==> src/rtl/seq_gen_pkg.sv <==
// Shared types and constants for the parametrised instruction sequence controller.
package seq_gen_pkg;

    typedef enum logic [2:0] {
        PH_FETCH   = 3'd0,
        PH_DECODE  = 3'd1,
        PH_EXECUTE = 3'd2,
        PH_WAIT    = 3'd3,
        PH_UPDATE  = 3'd4,
        PH_HALT    = 3'd5
    } phase_t;

    localparam int unsigned OP_LOAD   = 32'd0;
    localparam int unsigned OP_STORE  = 32'd1;
    localparam int unsigned OP_ALU_LO = 32'd2;
    localparam int unsigned OP_ALU_HI = 32'd7;
    localparam int unsigned OP_B      = 32'd8;
    localparam int unsigned OP_BZ     = 32'd9;
    localparam int unsigned OP_BN     = 32'd10;
    localparam int unsigned OP_BV     = 32'd11;
    localparam int unsigned OP_BC     = 32'd12;
    localparam int unsigned OP_NOP    = 32'd13;
    localparam int unsigned OP_HALT   = 32'd14;

    localparam int CTRL_W  = 32'sd13;
    localparam int IR_EN   = 32'sd0;
    localparam int A_EN    = 32'sd1;
    localparam int B_EN    = 32'sd2;
    localparam int PDR_EN  = 32'sd3;
    localparam int PORT_EN = 32'sd4;
    localparam int PORT_RD = 32'sd5;
    localparam int PC_EN   = 32'sd6;
    localparam int PC_LOAD = 32'sd7;
    localparam int ALU_EN  = 32'sd8;
    localparam int ALU_OE  = 32'sd9;
    localparam int RAM_OE  = 32'sd10;
    localparam int RDR_EN  = 32'sd11;
    localparam int RAM_CS  = 32'sd12;

    // Flags are {C,V,N,Z}; only the conditional branches inspect them.
    function automatic logic branch_taken(input int unsigned op, input logic [3:0] flags);
        logic taken;
        case (op)
            OP_B:    taken = 1'b1;
            OP_BZ:   taken = flags[0];
            OP_BN:   taken = flags[1];
            OP_BV:   taken = flags[2];
            OP_BC:   taken = flags[3];
            default: taken = 1'b0;
        endcase
        return taken;
    endfunction

endpackage

==> src/rtl/seq_ctrl_decode.sv <==
// Combinational map from the phase being entered plus instruction context to datapath enables.
module seq_ctrl_decode
    import seq_gen_pkg::*;
#(
    parameter int unsigned ADDR_W  = 32'd7,
    parameter int unsigned OP_W    = 32'd4,
    parameter int unsigned IO_BASE = 32'd64
) (
    input  phase_t              phase_i,
    input  logic [OP_W-1:0]     op_i,
    input  logic [ADDR_W-1:0]   addr_i,
    input  logic [3:0]          flags_i,
    output logic [CTRL_W-1:0]   ctrl_o
);

    int unsigned       op_u;
    int unsigned       addr_u;
    logic [CTRL_W-1:0] dec_s;
    logic [CTRL_W-1:0] exe_s;

    // Per-phase enable selection; WAIT deliberately reuses the EXECUTE pattern.
    always_comb begin
        op_u   = 32'(op_i);
        addr_u = 32'(addr_i);
        dec_s  = '0;
        exe_s  = '0;
        ctrl_o = '0;

        if (op_u == OP_LOAD) begin
            if (addr_u < IO_BASE) begin
                dec_s[RAM_CS] = 1'b1;
                dec_s[RAM_OE] = 1'b1;
                dec_s[RDR_EN] = 1'b1;
                exe_s = dec_s;
            end else if (addr_u == IO_BASE) begin
                exe_s[A_EN] = 1'b1;
            end else if (addr_u == IO_BASE + 32'd1) begin
                exe_s[B_EN] = 1'b1;
            end else if (addr_u == IO_BASE + 32'd2) begin
                exe_s[PDR_EN] = 1'b1;
            end else if (addr_u == IO_BASE + 32'd3) begin
                exe_s[PORT_EN] = 1'b1;
            end else begin
                exe_s = '0;
            end
        end else if (op_u == OP_STORE) begin
            if (addr_u == IO_BASE + 32'd3) begin
                dec_s[PORT_RD] = 1'b1;
            end else begin
                dec_s[ALU_OE] = 1'b1;
            end
            exe_s[ALU_OE] = 1'b1;
            exe_s[RAM_CS] = (addr_u < IO_BASE);
        end else if (op_u >= OP_ALU_LO && op_u <= OP_ALU_HI) begin
            dec_s[A_EN]   = 1'b1;
            dec_s[B_EN]   = 1'b1;
            exe_s[ALU_EN] = 1'b1;
        end else begin
            dec_s = '0;
        end

        case (phase_i)
            PH_FETCH: begin
                ctrl_o[IR_EN]  = 1'b1;
                ctrl_o[RAM_CS] = 1'b1;
                ctrl_o[RAM_OE] = 1'b1;
            end
            PH_DECODE:  ctrl_o = dec_s;
            PH_EXECUTE: ctrl_o = exe_s;
            PH_WAIT:    ctrl_o = exe_s;
            PH_UPDATE: begin
                if (branch_taken(op_u, flags_i)) begin
                    ctrl_o[PC_LOAD] = 1'b1;
                end else begin
                    ctrl_o[PC_EN] = 1'b1;
                end
            end
            default: ctrl_o = '0;
        endcase
    end

endmodule

==> src/rtl/seq_ctrl_gen.sv <==
// Instruction sequence controller: phase FSM, operand/flag latches, memory wait timeout, registered enables.
module seq_ctrl_gen
    import seq_gen_pkg::*;
#(
    parameter int unsigned ADDR_W   = 32'd7,
    parameter int unsigned OP_W     = 32'd4,
    parameter int unsigned IO_BASE  = 32'd64,
    parameter int unsigned MEM_WAIT = 32'd1,
    parameter int unsigned WAIT_MAX = 32'd8
) (
    input  logic                CLOCK,
    input  logic                RESET,
    input  logic                EN,
    input  logic [OP_W-1:0]     OPCODE,
    input  logic [ADDR_W-1:0]   ADDR,
    input  logic [3:0]          FLAGS,
    input  logic                MEM_RDY,
    output phase_t              PHASE,
    output logic [CTRL_W-1:0]   CTRL,
    output logic                HALTED,
    output logic                ILLEGAL,
    output logic                TIMEOUT
);

    localparam int unsigned CNT_W = $clog2(WAIT_MAX + 32'd1);

    phase_t              phase_q, phase_d;
    logic                primed_q, primed_d;
    logic [OP_W-1:0]     op_q, op_d;
    logic [ADDR_W-1:0]   addr_q, addr_d;
    logic [3:0]          flags_q, flags_d;
    logic [CNT_W-1:0]    cnt_q, cnt_d;
    logic [CTRL_W-1:0]   ctrl_q, ctrl_d;
    logic                halted_q, halted_d;
    logic                illegal_q, illegal_d;
    logic                timeout_q, timeout_d;
    logic [CTRL_W-1:0]   dec_ctrl_s;
    logic                mem_acc_s;
    logic                expire_s;
    int unsigned         op_u;
    int unsigned         addr_u;

    // State and output registers.
    always_ff @(posedge CLOCK or negedge RESET) begin
        if (!RESET) begin
            phase_q   <= PH_FETCH;
            primed_q  <= 1'b0;
            op_q      <= '0;
            addr_q    <= '0;
            flags_q   <= 4'd0;
            cnt_q     <= '0;
            ctrl_q    <= '0;
            halted_q  <= 1'b0;
            illegal_q <= 1'b0;
            timeout_q <= 1'b0;
        end else begin
            phase_q   <= phase_d;
            primed_q  <= primed_d;
            op_q      <= op_d;
            addr_q    <= addr_d;
            flags_q   <= flags_d;
            cnt_q     <= cnt_d;
            ctrl_q    <= ctrl_d;
            halted_q  <= halted_d;
            illegal_q <= illegal_d;
            timeout_q <= timeout_d;
        end
    end

    // Next phase and latches; the first enabled edge after reset only primes FETCH enables.
    always_comb begin
        op_u      = 32'(op_q);
        addr_u    = 32'(addr_q);
        mem_acc_s = (MEM_WAIT != 32'd0) && (op_u == OP_LOAD || op_u == OP_STORE)
                    && (addr_u < IO_BASE);
        expire_s  = (cnt_q == CNT_W'(WAIT_MAX - 32'd1));
        phase_d   = phase_q;
        primed_d  = primed_q;
        op_d      = op_q;
        addr_d    = addr_q;
        flags_d   = flags_q;
        cnt_d     = cnt_q;
        illegal_d = 1'b0;
        timeout_d = 1'b0;

        if (EN) begin
            case (phase_q)
                PH_FETCH: begin
                    if (primed_q) begin
                        phase_d = PH_DECODE;
                        op_d    = OPCODE;
                        addr_d  = ADDR;
                    end else begin
                        primed_d = 1'b1;
                    end
                end
                PH_DECODE: begin
                    if (op_u == OP_HALT) begin
                        phase_d = PH_HALT;
                    end else begin
                        phase_d   = PH_EXECUTE;
                        illegal_d = (op_u > OP_HALT);
                    end
                end
                PH_EXECUTE: begin
                    if (mem_acc_s) begin
                        phase_d = PH_WAIT;
                        cnt_d   = '0;
                    end else begin
                        phase_d = PH_UPDATE;
                        flags_d = FLAGS;
                    end
                end
                PH_WAIT: begin
                    if (MEM_RDY || expire_s) begin
                        phase_d   = PH_UPDATE;
                        flags_d   = FLAGS;
                        timeout_d = !MEM_RDY;
                    end else begin
                        cnt_d = cnt_q + CNT_W'(1);
                    end
                end
                PH_UPDATE: phase_d = PH_FETCH;
                PH_HALT:   phase_d = PH_HALT;
                default:   phase_d = PH_FETCH;
            endcase
        end else begin
            phase_d = phase_q;
        end
    end

    // Enables are computed for the phase being entered so CTRL and PHASE move together.
    always_comb begin
        if (EN) begin
            ctrl_d   = dec_ctrl_s;
            halted_d = (phase_d == PH_HALT);
        end else begin
            ctrl_d   = ctrl_q;
            halted_d = halted_q;
        end
    end

    seq_ctrl_decode #(
        .ADDR_W  (ADDR_W),
        .OP_W    (OP_W),
        .IO_BASE (IO_BASE)
    ) u_decode (
        .phase_i (phase_d),
        .op_i    (op_d),
        .addr_i  (addr_d),
        .flags_i (flags_d),
        .ctrl_o  (dec_ctrl_s)
    );

    assign PHASE   = phase_q;
    assign CTRL    = ctrl_q;
    assign HALTED  = halted_q;
    assign ILLEGAL = illegal_q;
    assign TIMEOUT = timeout_q;

endmodule
==> config.mk <==
export PLATFORM = sky130hd
export DESIGN_NAME = seq_ctrl_gen
export DESIGN_NICKNAME = d
export VERILOG_FILES = /design/src/rtl/seq_gen_pkg.sv /design/src/rtl/seq_ctrl_decode.sv /design/src/rtl/seq_ctrl_gen.sv
export SDC_FILE = /design/constraint.sdc
export NUM_CORES = 1
export LEC_CHECK = 0
export ABC_AREA = 1
export BUFFER_PORTS_ARGS = -buffer_cell sky130_fd_sc_hd__buf_2
export CAP_MARGIN = 20
export CORE_ASPECT_RATIO = 2
export CORE_MARGIN = 5
export CORE_UTILIZATION = 25
export DETAILED_ROUTE_END_ITERATION = 12
export PLACE_DENSITY = 0.51
export SETUP_SLACK_MARGIN = 0.4
export SYNTH_ARGS = -nofsm -noshare
export SYNTH_HDL_FRONTEND = slang
export SYNTH_SLANG_ARGS = --single-unit
==> constraint.sdc <==
create_clock -name CLOCK -period 3.8 [get_ports CLOCK]
set_input_delay 0.76 -clock CLOCK [delete_from_list [all_inputs] [get_ports CLOCK]]
set_output_delay 0.76 -clock CLOCK [all_outputs]
set_load 0.05 [all_outputs]
==> qor.yml <==
sta:
  grt_setup_unrepaired: "no"
  setup_viol: 0
  hold_viol_final: 0
  fin_tns_setup_ns: 0
  max_freq_mhz: 416
  post-route-period-util_pct: 63.3
  fin_ws_ns: 1.39
  max-slew-margin-rel_pct: 39.5
  worst_clock_skew_ns: 0.00802
  fin_crit_ns: 2.41
  worst_pin_slew_ns: 0.907
  drv_slew: 0
synth:
  ys_ff_latch: 39
  synth_edf_count: 0
  yosysSeqAreaShare_pct: 48.4
  ys.warnings.count: 0
  ys.flop_type: "dfrtp_1"
  postSynthCellCount: 265
  yosysMostFrequentCell: "nand2_1"
  netlist_area_mm2: 0.00202
  synth.avg_cell_area_um2: 7.62
  ys_top_cells_by_area: "dfrtp_1, nand2_1, nand3_1, inv_1, nor2_1"
  synth_commonest_cells: "nand2_1, dfrtp_1, inv_1"
  async_flop_share_pct: 100
  ys_types: 25
  synth_top_area_share_pct: 48.4
  syn-num-nets: 285
  synth_top_area_cell: "dfrtp_1"
global_routing:
  antenna_found_initial: 0
  grt_first_pass_wirelength_um: 9050
  grtUsageTotal_pct: 12.2
  grt_pass1_vias: 1946
  grt_overflow_total: 0
  grt_max_degree: 40
route:
  drt-pass1-iter-count: 4
  drt_iter0_drc: 117
  postRouteAntennaNets: 0
  viasPerCell: 4.48
  wl_um: 5400
  drc: 0
  wire_per_inst_um: 13.4
  vias: 1802
clock_network:
  cts_tree: "built"
  clock_path_buffers: 2
  clk_latency_ns: 0.29
  root_buffer: "clkbuf_16"
  cts_setup_buffers: 0
  cts.sinks: 39
  cts_max_level: 2
  numCtsBuffers: 5
  cts_hold_buf: 0
  clk_pin_slew_ns: 0.06
  cts_resized: 0
die:
  die_w_um: 73.5
  row_count: 46
  core_mm2: 0.00789
  initial_core_util_pct: 25.6
  num_io_pins: 38
  die_height_um: 137
  die-area_mm2: 0.0101
place:
  place_ws_ns: 1.03
  io_buffers: 37
  place_congestion: 0.803
  placed_cells: 394
  dp_hpwl_um: 4200
worst_setup_path:
  start_kind: "input pin"
  cp_data_required_time_ns: 3.97
  cp_max_fo: 21
  cp.arrival_ns: 2.58
  timing_worst_setup_path_type: "input pin to register"
  cp-end-kind: "register"
finish:
  n_antenna_cell: 0
  area_growth_syn_to_layout_pct: 22.6
  fin_cells: 402
  drive_above_1_share_pct: 22.9
  fin_nets: 325
power:
  leakagePower_nw: 1.34
  irDropWorstVdd_mv: 0.252
  p_per_area_mw_per_mm2: 822
run:
  maxCapViolCount: 0
run_status:
  status: "finished clean"
hold_path:
  hp-class: "register to register"
[worst max-delay path, cell delays in order]
cell	delay (ns)
buf_2	0.27
inv_1	0.39
nor2_2	0.40
nand3_2	0.19
nand2_1	0.10
nand2_1	0.07
o21ai_0	0.15
nand2_1	0.09
nand2_1	0.09
o21ai_1	0.06
[cells in the final DEF (no fill, tap or decap), types with 2 or more instances in the layout]
cell type	count
nand2_1	105
dfrtp_1	39
buf_2	37
inv_1	25
nand3_1	20
nor2_1	18
a21oi_1	8
o21ai_2	6
o21ai_1	6
inv_2	5
nand2_2	5
clkbuf_16	5
nor2_4	4
o21ai_0	4
nor3_1	3
nand4_1	3
nand3_2	2
[metrics by stage]
stage	cell area [um2]	hold WS [ns]	utilization [%]	power, mW
final	2470	0.472	31.4	2.03
after global routing	2470	0.483	31.4	2.21
after CTS	2470	0.480	31.4	2.07
after detailed placement	2300	0.464	29.2	1.56
after global placement	2300	0.463	29.2	1.56
after floorplan	2020	0.440	-	1.34
[per-layer routing]
metal,global-route usage [%],share of wire (%)
met2,22.9,58
met4,6.85,3.8
met5,0,0
met3,2.72,3.6
met1,11.5,35
[report_power, final]
part           switching [mW]  internal (mW)
registers              0.0915          0.560
clock network           0.167          0.326
logic                   0.652          0.238
total                   0.910           1.12
[layout make-up]
cell class                 count  area (um2)
fill                         847        5410
sequential                    39         976
multi-input combinational    191         903
timing repair buffer          37         185
clock buffer                   6         139
tap                           96         120
inverter                      31         116
clock inverter                 2        35.0
[registers in the layout, indices dropped and copies added (netlist names)]
signal and count:
CTRL 13, HALTED 1, ILLEGAL 1, PHASE 3, TIMEOUT 1, addr_q 7
cnt_q 4, flags_q 4, op_q 4, primed_q 1
[cells by family after synthesis]
logic type	Yosys count	synth area share, %
DFF	39	48.4
and+or+nand+nor	163	36.0
buffers and inverters	35	6.88
AOI/OAI and AO/OA	27	8.18
adders and majority gates	1	0.620
[worst paths after layout]
check | from | to | slack [ns] | depth (start not counted)
worst max-delay path | EN | CTRL[7]$_DFFE_PN0P_ | 1.39 | 10
worst min-delay path | CTRL[6]$_DFFE_PN0P_ | CTRL[6]$_DFFE_PN0P_ | 0.47 | 2
worst max register to register | PHASE[0]$_DFF_PN0_ | CTRL[9]$_DFFE_PN0P_ | 1.78 | 9
worst min register to register | CTRL[6]$_DFFE_PN0P_ | CTRL[6]$_DFFE_PN0P_ | 0.47 | 2
max in group asynchronous | RESET | PHASE[0]$_DFF_PN0_ | 2.63 | 1
min in group asynchronous | RESET | op_q[0]$_DFF_PN0_ | 0.60 | 1
(Power assumes the default switching activity.)
